[src/rtl/adc_sense_frontend.sv]
// Multi-channel ADC sensing front-end: sign/offset conditioning with saturation,
// block averaging, out-of-range stretch/sticky flags and an offset-binary DAC mirror.
module adc_sense_frontend #(
    parameter int N_CH     = 2,
    parameter int DATA_W   = 14,
    parameter int AVG_LOG2 = 2,
    parameter int OR_HOLD  = 5_000_000
) (
    input  logic                     i_clock,
    input  logic                     i_RESET,
    input  logic                     i_enable,
    input  logic [N_CH*DATA_W-1:0]   i_data,
    input  logic [N_CH-1:0]          i_valid,
    input  logic [N_CH-1:0]          i_or,
    input  logic [N_CH-1:0]          i_invert,
    input  logic [N_CH*DATA_W-1:0]   i_offset,
    input  logic                     i_or_clear,
    input  logic [2*N_CH-1:0]        i_dac_sel,
    input  logic [N_CH*DATA_W-1:0]   i_debug,
    output logic [N_CH*DATA_W-1:0]   o_sample,
    output logic [N_CH-1:0]          o_valid,
    output logic [N_CH*DATA_W-1:0]   o_avg,
    output logic [N_CH-1:0]          o_avg_valid,
    output logic [N_CH-1:0]          o_or_flag,
    output logic [N_CH-1:0]          o_or_sticky,
    output logic [N_CH*DATA_W-1:0]   o_dac
);

    localparam int ACC_W = DATA_W + AVG_LOG2;
    localparam int CNT_W = (AVG_LOG2 > 0) ? AVG_LOG2 : 1;
    localparam int OR_W  = $clog2(OR_HOLD + 1);

    localparam logic signed [DATA_W-1:0] S_MAX = {1'b0, {(DATA_W-1){1'b1}}};
    localparam logic signed [DATA_W-1:0] S_MIN = {1'b1, {(DATA_W-1){1'b0}}};
    localparam logic [DATA_W-1:0]        DAC_MID = {1'b1, {(DATA_W-1){1'b0}}};
    localparam logic [CNT_W-1:0]         CNT_LAST = CNT_W'((1 << AVG_LOG2) - 1);
    localparam logic [OR_W-1:0]          OR_LOAD = OR_W'(OR_HOLD);

    genvar c;
    for (c = 0; c < N_CH; c++) begin : g_ch
        logic signed [DATA_W-1:0] d_in, off_in, dbg_in;
        logic [1:0]               sel_in;
        logic                     or_event;

        logic signed [DATA_W-1:0] x_q, x_d;
        logic                     v1_q, v1_d;
        logic signed [DATA_W-1:0] samp_q, samp_d;
        logic                     valid_q, valid_d;
        logic signed [ACC_W-1:0]  acc_q, acc_d;
        logic [CNT_W-1:0]         cnt_q, cnt_d;
        logic signed [DATA_W-1:0] avg_q, avg_d;
        logic                     avgv_q, avgv_d;
        logic [OR_W-1:0]          orc_q, orc_d;
        logic                     sticky_q, sticky_d;
        logic [DATA_W-1:0]        dac_q, dac_d;

        logic [DATA_W:0]          diff;
        logic signed [ACC_W-1:0]  samp_ext, sum_full, avg_full;
        logic signed [DATA_W-1:0] dac_src;

        assign d_in     = i_data[c*DATA_W +: DATA_W];
        assign off_in   = i_offset[c*DATA_W +: DATA_W];
        assign dbg_in   = i_debug[c*DATA_W +: DATA_W];
        assign sel_in   = i_dac_sel[2*c +: 2];
        assign or_event = i_valid[c] & i_or[c];
        assign samp_ext = ACC_W'(samp_q);
        assign sum_full = acc_q + samp_ext;
        assign avg_full = sum_full >>> AVG_LOG2;

        always_comb begin
            x_d = x_q;
            if (i_valid[c]) begin
                if (i_invert[c]) begin
                    x_d = (d_in == S_MIN) ? S_MAX : -d_in;
                end else begin
                    x_d = d_in;
                end
            end
            v1_d = i_valid[c];

            // One guard bit: overflow shows as the top two bits disagreeing.
            diff   = {x_q[DATA_W-1], x_q} - {off_in[DATA_W-1], off_in};
            samp_d = samp_q;
            if (v1_q) begin
                if (diff[DATA_W] != diff[DATA_W-1]) begin
                    samp_d = diff[DATA_W] ? S_MIN : S_MAX;
                end else begin
                    samp_d = diff[DATA_W-1:0];
                end
            end
            valid_d = v1_q & i_enable;

            acc_d  = acc_q;
            cnt_d  = cnt_q;
            avg_d  = avg_q;
            avgv_d = 1'b0;
            if (!i_enable) begin
                acc_d = '0;
                cnt_d = '0;
            end else if (valid_q) begin
                if (cnt_q == CNT_LAST) begin
                    avg_d  = avg_full[DATA_W-1:0];
                    avgv_d = 1'b1;
                    acc_d  = '0;
                    cnt_d  = '0;
                end else begin
                    acc_d = sum_full;
                    cnt_d = cnt_q + CNT_W'(1);
                end
            end

            if (or_event) begin
                orc_d = OR_LOAD;
            end else if (orc_q != '0) begin
                orc_d = orc_q - OR_W'(1);
            end else begin
                orc_d = '0;
            end

            if (or_event) begin
                sticky_d = 1'b1;
            end else if (i_or_clear) begin
                sticky_d = 1'b0;
            end else begin
                sticky_d = sticky_q;
            end

            case (sel_in)
                2'd0:    dac_src = samp_q;
                2'd1:    dac_src = avg_q;
                2'd2:    dac_src = dbg_in;
                default: dac_src = '0;
            endcase
            dac_d = {~dac_src[DATA_W-1], dac_src[DATA_W-2:0]};
        end

        always_ff @(posedge i_clock) begin
            if (i_RESET) begin
                x_q      <= '0;
                v1_q     <= 1'b0;
                samp_q   <= '0;
                valid_q  <= 1'b0;
                acc_q    <= '0;
                cnt_q    <= '0;
                avg_q    <= '0;
                avgv_q   <= 1'b0;
                orc_q    <= '0;
                sticky_q <= 1'b0;
                dac_q    <= DAC_MID;
            end else begin
                x_q      <= x_d;
                v1_q     <= v1_d;
                samp_q   <= samp_d;
                valid_q  <= valid_d;
                acc_q    <= acc_d;
                cnt_q    <= cnt_d;
                avg_q    <= avg_d;
                avgv_q   <= avgv_d;
                orc_q    <= orc_d;
                sticky_q <= sticky_d;
                dac_q    <= dac_d;
            end
        end

        assign o_sample[c*DATA_W +: DATA_W] = samp_q;
        assign o_valid[c]                   = valid_q;
        assign o_avg[c*DATA_W +: DATA_W]    = avg_q;
        assign o_avg_valid[c]               = avgv_q;
        assign o_or_flag[c]                 = (orc_q != '0);
        assign o_or_sticky[c]               = sticky_q;
        assign o_dac[c*DATA_W +: DATA_W]    = dac_q;
    end

endmodule

[config.mk]
export PLATFORM = sky130hd
export DESIGN_NAME = adc_sense_frontend
export DESIGN_NICKNAME = d
export VERILOG_FILES = /design/src/rtl/adc_sense_frontend.sv
export SDC_FILE = /design/constraint.sdc
export NUM_CORES = 1
export LEC_CHECK = 0
export ABC_AREA = 1
export CAP_MARGIN = 10
export CORE_AREA = 2 2 147 149
export DETAILED_ROUTE_END_ITERATION = 16
export DIE_AREA = 0 0 149 151
export GPL_TIMING_DRIVEN = 0
export PLACE_DENSITY = 0.92
export SLEW_MARGIN = 20
export SYNTH_ARGS = -nofsm -noshare
export SYNTH_HDL_FRONTEND = slang
export SYNTH_SLANG_ARGS = --single-unit
export TNS_END_PERCENT = 50
[constraint.sdc]
create_clock -name i_clock -period 4.3 [get_ports i_clock]
set_clock_uncertainty 0.2 [all_clocks]
set_input_delay 0.86 -clock i_clock [delete_from_list [all_inputs] [get_ports i_clock]]
set_output_delay 0.86 -clock i_clock [all_outputs]
set_load 0.05 [all_outputs]
==> key figures, run 1 <==
Die
  – Die area: roughly 22000 µm²
  – Core Box Area: 20800 µm²
  – Chip height: 151 µm
  – Rows: 53
  – I/O Pins: 190
  – Starting Density: 57.7%
  – Die X: 149 µm

Drt
  – Final wirelength: 36700 µm
  – DRT iter0 DRCs: 820
  – DRC: 0
  – Post-DRT Antenna Nets: 0
  – Vias: 12.6k
  – Drt pass-1 iters: 7
  – DR WL/cell: 16.0 µm
  – Mean number of vias per cell: between 5 and 6

CTS
  – TritonCTS clock tree: done
  – Num CTS Buffers: 23
  – Post-CTS Setup Bufs: 0
  – Worst-Skew Late Latency: 0.53 ns
  – Htree depth: 1
  – Cts hold-fix bufs: 0
  – # clock sinks: roughly 200
  – Clock-pin slew on the worst setup and hold paths: 0.06 ns
  – Clock Tree Buf Depth: 3
  – Root Driver: clkbuf_16
  – # resized after CTS: 0

Finish
  – ANT cells: 0
  – Commonest non-fill, non-tap cells in the layout: nand2_1 (483), inv_1 (261), dfxtp_1 (202), clkdlybuf4s50_1 (189), a21oi_1 (153)
  – Layout cell share with drive strength beyond 1: between 4 and 5%
  – Final #Nets: 2177
  – Commonest non-fill, non-tap cell in the layout: nand2_1
  – Finished layout cell area: roughly 15000 µm²
  – Final core utilization: about 72%
  – Synthesis-to-layout area growth: 25.1%

STA
  – Worst-Margin Slew: 1.02 ns
  – Max Freq: approximately 290 MHz
  – RSZ-0062 raised after global routing: no
  – Fin crit share: roughly 80%
  – Setup TNS: 0 ns
  – Final Max Slew Viols: 0
  – Setup ws final: ~0.86 ns
  – Relative slew margins: 32.0%
  – Post-layout min period: between 3 and 4 ns
  – Final hold viol count: 0
  – Final setup viols: 0

Min path
  – Worst Hold Class: reg -> reg

Synthesis
  – Mapped cell area: 12000 µm²
  – Unique masters post-synth: 47
  – Syn Nets: between 1.5k and 2k
  – Synth warn: 0
  – Yosys reg bits: 202
  – Synthesized instance count: about 1.8k
  – Ys flop type: dfxtp_1
  – Synthesized area per cell: 6.70 µm²
  – Fraction of registers with async set/reset: 0%
  – Sequential fraction of the synthesis area: 33.6%
  – EDFF count, synth: 0

Power
  – Leak: between 0.007 and 0.008 µW
  – P per Cell Area: around 380 nW/µm²
  – Maximum vdd drop: ~0.31 mV

Global route
  – Global-route wire length before repair: slightly below 60000 µm
  – GRT Residual Overflow: 0
  – Antenna violations before repair: 0
  – Largest net degree at the start of global routing: 13
  – Vias in the first global route: 11.9k
  – Overall Global Routing Usage: about a third

Critical path
  – Nature of the critical path startpoint: flop
  – CP bufs+invs: 2
  – Worst EP arrival: 2.38 ns
  – CP max stage delay: 0.74 ns
  – Critical Path Fanout Max: 4
  – Crit Path Class: reg -> out
  – Required @ worst endpoint: ~3.2 ns
  – CP top delay family: buffers and inverters
  – CP cell instances: nor2_1 > inv_1 > nor4_1 > nand3_1 > clkdlybuf4s50_1
  – Slowest cell on crit path: clkdlybuf4s50_1
  – CP endpoint kind: output port

Place
  – Final HPWL DP: 28200 µm
  – RD Place Congestion: 0.951
  – IO Port Bufs: 189
  – Post-Place Setup Slack: 0.894 ns
  – Placed cell area: ~14000 µm²

Status
  – Status: finished, final reports clean

Flow run
  – Max_cap viols: 0
## routing by layer
metal  track usage (%)  wire length (µm)  vias to the layer above
met5                 0                 0                        -
met2              57.0             17600                      516
met4              13.2              1440                        0
met1              38.9             15300                     5792
li1                  -                 -                     6214
met3              3.83              2460                      104
## layout make-up
type / instances / area [µm²]
Multi-Input combinational cell: 1278 / 6730
Fill cell: 1732 / 5780
Sequential cell: 202 / 4040
Timing Repair Buffer: 189 / 1890
Inverter: 269 / 1010
Clock buffer: 34 / 657
Tap cell: 275 / 344
Buffer: 46 / 236
Clock inverter: 7 / 128
## worst register-to-register path, cell delays in order (launching register included)
cell and delay (ns):
dfxtp_1 0.37, ha_1 0.26, fa_1 0.42, nand3_1 0.10, nand2_1 0.12, a21boi_1 0.31
o21ai_0 0.12, nand2_1 0.09, nand2_1 0.07, o21ai_0 0.15, nand2_1 0.06, inv_1 0.06
## metrics by stage
| stage | power (µW) | instances | hold slack, ns |
|---|---|---|---|
| 4_1_cts | 5660 | 2300 | 0.256 |
| 5_1_grt | 5930 | 2300 | 0.277 |
| 2_1_floorplan | 3180 | 1795 | 0.227 |
| 3_5_place_dp | 3630 | 2259 | 0.245 |
| 3_3_place_gp | 3590 | 2259 | 0.239 |
| 6_report | 5670 | 2300 | 0.252 |
## cell families (layout without fill, tap and decap cells)
| kind of cell | count (synthesis) | after routing | synth area share, % |
|---|---|---|---|
| compound gates | 329 | 329 | 15.3 |
| xor+xnor | 67 | 67 | 4.88 |
| fa+ha+maj | 70 | 70 | 7.54 |
| buf+inv | 315 | 545 | 10.4 |
| flops | 202 | 202 | 33.6 |
| simple gates | 812 | 812 | 28.3 |
## path summary, 6_finish.rpt
path,startpoint,end,slack [ns],depth (start not counted)
setup / recovery,g_ch[1].orc_q[13],o_or_flag[1],0.86,5
hold / removal,g_ch[1].sticky_q,g_ch[1].sticky_q,0.25,2
setup reg to reg,g_ch[0].samp_q[0],g_ch[0].avg_q[6],1.91,11
hold reg to reg,g_ch[1].sticky_q,g_ch[1].sticky_q,0.25,2
## synth_stat cells, types with 5 or more instances
cell        n  area share, %
inv_2       6           0.19
o21ai_0   104            4.3
o211ai_1   22            1.4
nor4_1      6           0.31
dfxtp_1   202             34
nand2_2     6           0.31
o31ai_1     5           0.31
nand3_1   101            4.2
nor2_1    147            4.6
ha_1       66            6.9
clkbuf_1   27           0.84
o21bai_1   12           0.75
a31oi_1     7           0.36
nor2_2      7           0.36
a21oi_2    10           0.73
xor2_1     43            3.1
a21oi_1   153            6.4
nand2_1   483             15
inv_1     261            8.1
nor3_1     20           0.83
nand4_1    17           0.88
nor3_2      5           0.42
or2_2       5           0.26
buf_4       8           0.50
xnor2_1    24            1.7
## registers in the layout, summed over array words and instances (netlist names)
register,flops
g_ch.avgv_q,2
g_ch.cnt_q,4
g_ch.acc_q,32
g_ch.sticky_q,2
g_ch.valid_q,2
g_ch.dac_q,28
g_ch.v1_q,2
g_ch.avg_q,28
g_ch.orc_q,46
g_ch.x_q,28
g_ch.samp_q,28
## report_power, final
group	total [µW]	switching (µW)	internal, µW
Clock	2040	797	1240
Sequential	2160	146	2020
Combinational	1470	931	540
No activity file was read; power rests on OpenSTA's default activity.
==> run 2, diff against run 1 <==
--- a/config.mk
+++ b/config.mk
@@ -7,11 +7,11 @@
 export LEC_CHECK = 0
 export ABC_AREA = 1
 export CAP_MARGIN = 10
-export CORE_AREA = 2 2 147 149
+export CORE_AREA = 2 2 159 161
 export DETAILED_ROUTE_END_ITERATION = 16
-export DIE_AREA = 0 0 149 151
+export DIE_AREA = 0 0 161 163
 export GPL_TIMING_DRIVEN = 0
-export PLACE_DENSITY = 0.92
+export PLACE_DENSITY = 0.84
 export SLEW_MARGIN = 20
 export SYNTH_ARGS = -nofsm -noshare
 export SYNTH_HDL_FRONTEND = slang
==> constraint.sdc (replaced) <==
create_clock -name i_clock -period 3.05 [get_ports i_clock]
set_clock_uncertainty 0.2 [all_clocks]
set_input_delay 0.61 -clock i_clock [delete_from_list [all_inputs] [get_ports i_clock]]
set_output_delay 0.61 -clock i_clock [all_outputs]
set_load 0.05 [all_outputs]
==> key figures, run 2 (synthesis results as in run 1) <==
Global route
  – Largest net degree at the start of global routing: 15
  – Met1 Use GR: 33.5%
  – Overall Global Routing Usage: 27.5%
  – M3 GR Usage: 3.26%
  – Antenna violations before repair: 0
  – GRT Residual Overflow: 0
  – Global-route wire length before repair: 59100 µm
  – Vias in the first global route: 12.1k
  – Met2 usage: 49.2%
  – GRT busiest layer: met2

Drt
  – Post-DRT Antenna Nets: 0
  – Drt pass-1 iters: 5
  – DRC: 0
  – Mean number of vias per cell: 5.29
  – Vias: 12.4k
  – DRT iter0 DRCs: a little over 900
  – DR WL/cell: between 15 and 20 µm
  – Final wirelength: 36400 µm

STA
  – Setup ws final: about 0.24 ns
  – Fin crit share: 92.0%
  – Relative slew margins: between 40% and 50%
  – Max Freq: roughly 360 MHz
  – Final Max Slew Viols: 0
  – RSZ-0062 raised after global routing: no
  – Final hold viol count: 0
  – Final setup viols: 0
  – Post-layout min period: roughly 2.8 ns
  – Worst-Margin Slew: 0.883 ns

Die
  – Core Box Area: 24700 µm²
  – I/O Pins: 190
  – Starting Density: slightly below 50%
  – Chip height: between 150 and 200 µm
  – Rows: just under 60
  – Die area: 26200 µm²
  – Die X: 161 µm

Finish
  – ANT cells: 0
  – Synthesis-to-layout area growth: 25.3%
  – Top reg by flops: g_ch.orc_q
  – Largest register FFs: 46
  – Top flop regs: g_ch.orc_q x46, g_ch.acc_q x32
  – Commonest non-fill, non-tap cells in the layout: nand2_1 (483), inv_1 (261), dfxtp_1 (202), clkdlybuf4s50_1 (187), a21oi_1 (153)
  – Commonest non-fill, non-tap cell in the layout: nand2_1
  – Finished layout cell area: 15100 µm²
  – Layout cell share with drive strength beyond 1: under 10%
  – Final #Nets: 2177

Status
  – Status: finished, final reports clean

Flow run
  – Max_cap viols: 0

Min path
  – Hold_sp: g_ch[0].sticky_q
  – Worst Hold Class: reg -> reg

Critical path
  – Required @ worst endpoint: 2.24 ns
  – Critical Path Fanout Max: 5
  – CP bufs+invs: 2
  – Worst EP arrival: about 2 ns
  – CP top delay family: buffers and inverters
  – Most used cell, CP: nand3_1
  – Critical R2R Launch: g_ch[0].samp_q[0]
  – Nature of the critical path startpoint: flop
  – Crit path launch: g_ch[1].orc_q[0]
  – R2R setup slack: a little over 0.6 ns
  – CP max stage delay: between 0.5 and 0.6 ns
  – CP cell instances: inv_1 > ha_1 > nand3_1 > nor4_1 > nand3_1 > dlygate4sd2_1
  – Crit Path Class: reg -> out
  – Slowest cell on crit path: dlygate4sd2_1
  – CP endpoint kind: output port

CTS
  – # clock sinks: slightly above 200
  – Num CTS Buffers: 23
  – Post-CTS Setup Bufs: 0
  – Clock Tree Buf Depth: 3
  – Worst-Skew Late Latency: 0.52 ns
  – Root Driver: clkbuf_16
  – Clock-pin slew on the worst setup and hold paths: 0.06 ns
  – TritonCTS clock tree: done
  – Cts hold-fix bufs: 0
  – Htree depth: 1
  – # resized after CTS: 2

Power
  – P per Cell Area: 521 nW/µm²
  – Leak: approximately 0.0073 µW
  – Maximum vdd drop: 0.335 mV

Place
  – Placed cell area: 14300 µm²
  – Final HPWL DP: 28600 µm
  – IO Port Bufs: ~190
  – Post-Place Setup Slack: -0.100 ns
  – RD Place Congestion: 0.961
## run 2: changes by cell type in the layout (fill, tap and decap cells not counted), sizes merged
cell / delta
clkinvlp: +1
clkdlybuf4s50: -2
bufinv: -1
clkbuf: -8
dlygate4sd2: +2
clkinv: +5
## run 2: worst register-to-register path: stages (launching register included)
cell	delay, ns
dfxtp_1	0.38
ha_1	0.26
fa_1	0.43
nand3_1	0.11
nand2_1	0.13
a21boi_1	0.30
or2_2	0.18
nand3_1	0.08
nand2_1	0.11
nand2_1	0.07
nand2_1	0.07
inv_1	0.03
## run 2: path summary, 6_finish.rpt
check | depth (start not counted) | end
worst min register to register | 2 | g_ch[0].sticky_q
worst min-delay path | 2 | g_ch[0].sticky_q
worst max register to register | 11 | g_ch[0].avg_q[12]
worst max-delay path | 6 | o_or_flag[1]
## run 2: metrics by stage
stage	total power, µW	instances	util (%)	hold WS (ns)	TNS (ns)
4_1_cts	7880	2352	61.1	0.256	0
3_5_place_dp	5120	2314	58.1	0.246	-1.03
2_1_floorplan	4490	1795	-	0.227	0
6_report	7850	2352	61.1	0.249	0
5_1_grt	8260	2352	61.1	0.276	0
3_3_place_gp	5060	2314	58.1	0.239	-0.594
## run 2: final cells by class
type                            count  area (µm²)
Clock buffer                       26         617
Multi-Input combinational cell   1278        6730
Sequential cell                   202        4040
Fill cell                        2289        9610
Timing Repair Buffer              189        1890
Buffer                             46         236
Tap cell                          330         413
Clock inverter                     12         126
Inverter                          269        1010
## run 2: layer usage
| layer | share of wire (%) | wire (µm) | up-vias |
|---|---|---|---|
| met5 | 0 | 0 | - |
| met4 | 4.1 | 1500 | 0 |
| met3 | 6.2 | 2250 | 110 |
| met2 | 47 | 17200 | 456 |
| met1 | 42 | 15400 | 5672 |
| li1 | - | - | 6206 |
## run 2: power breakdown
group	switching, µW	internal, µW
clock network	1130	1620
registers	206	2840
logic	1290	759
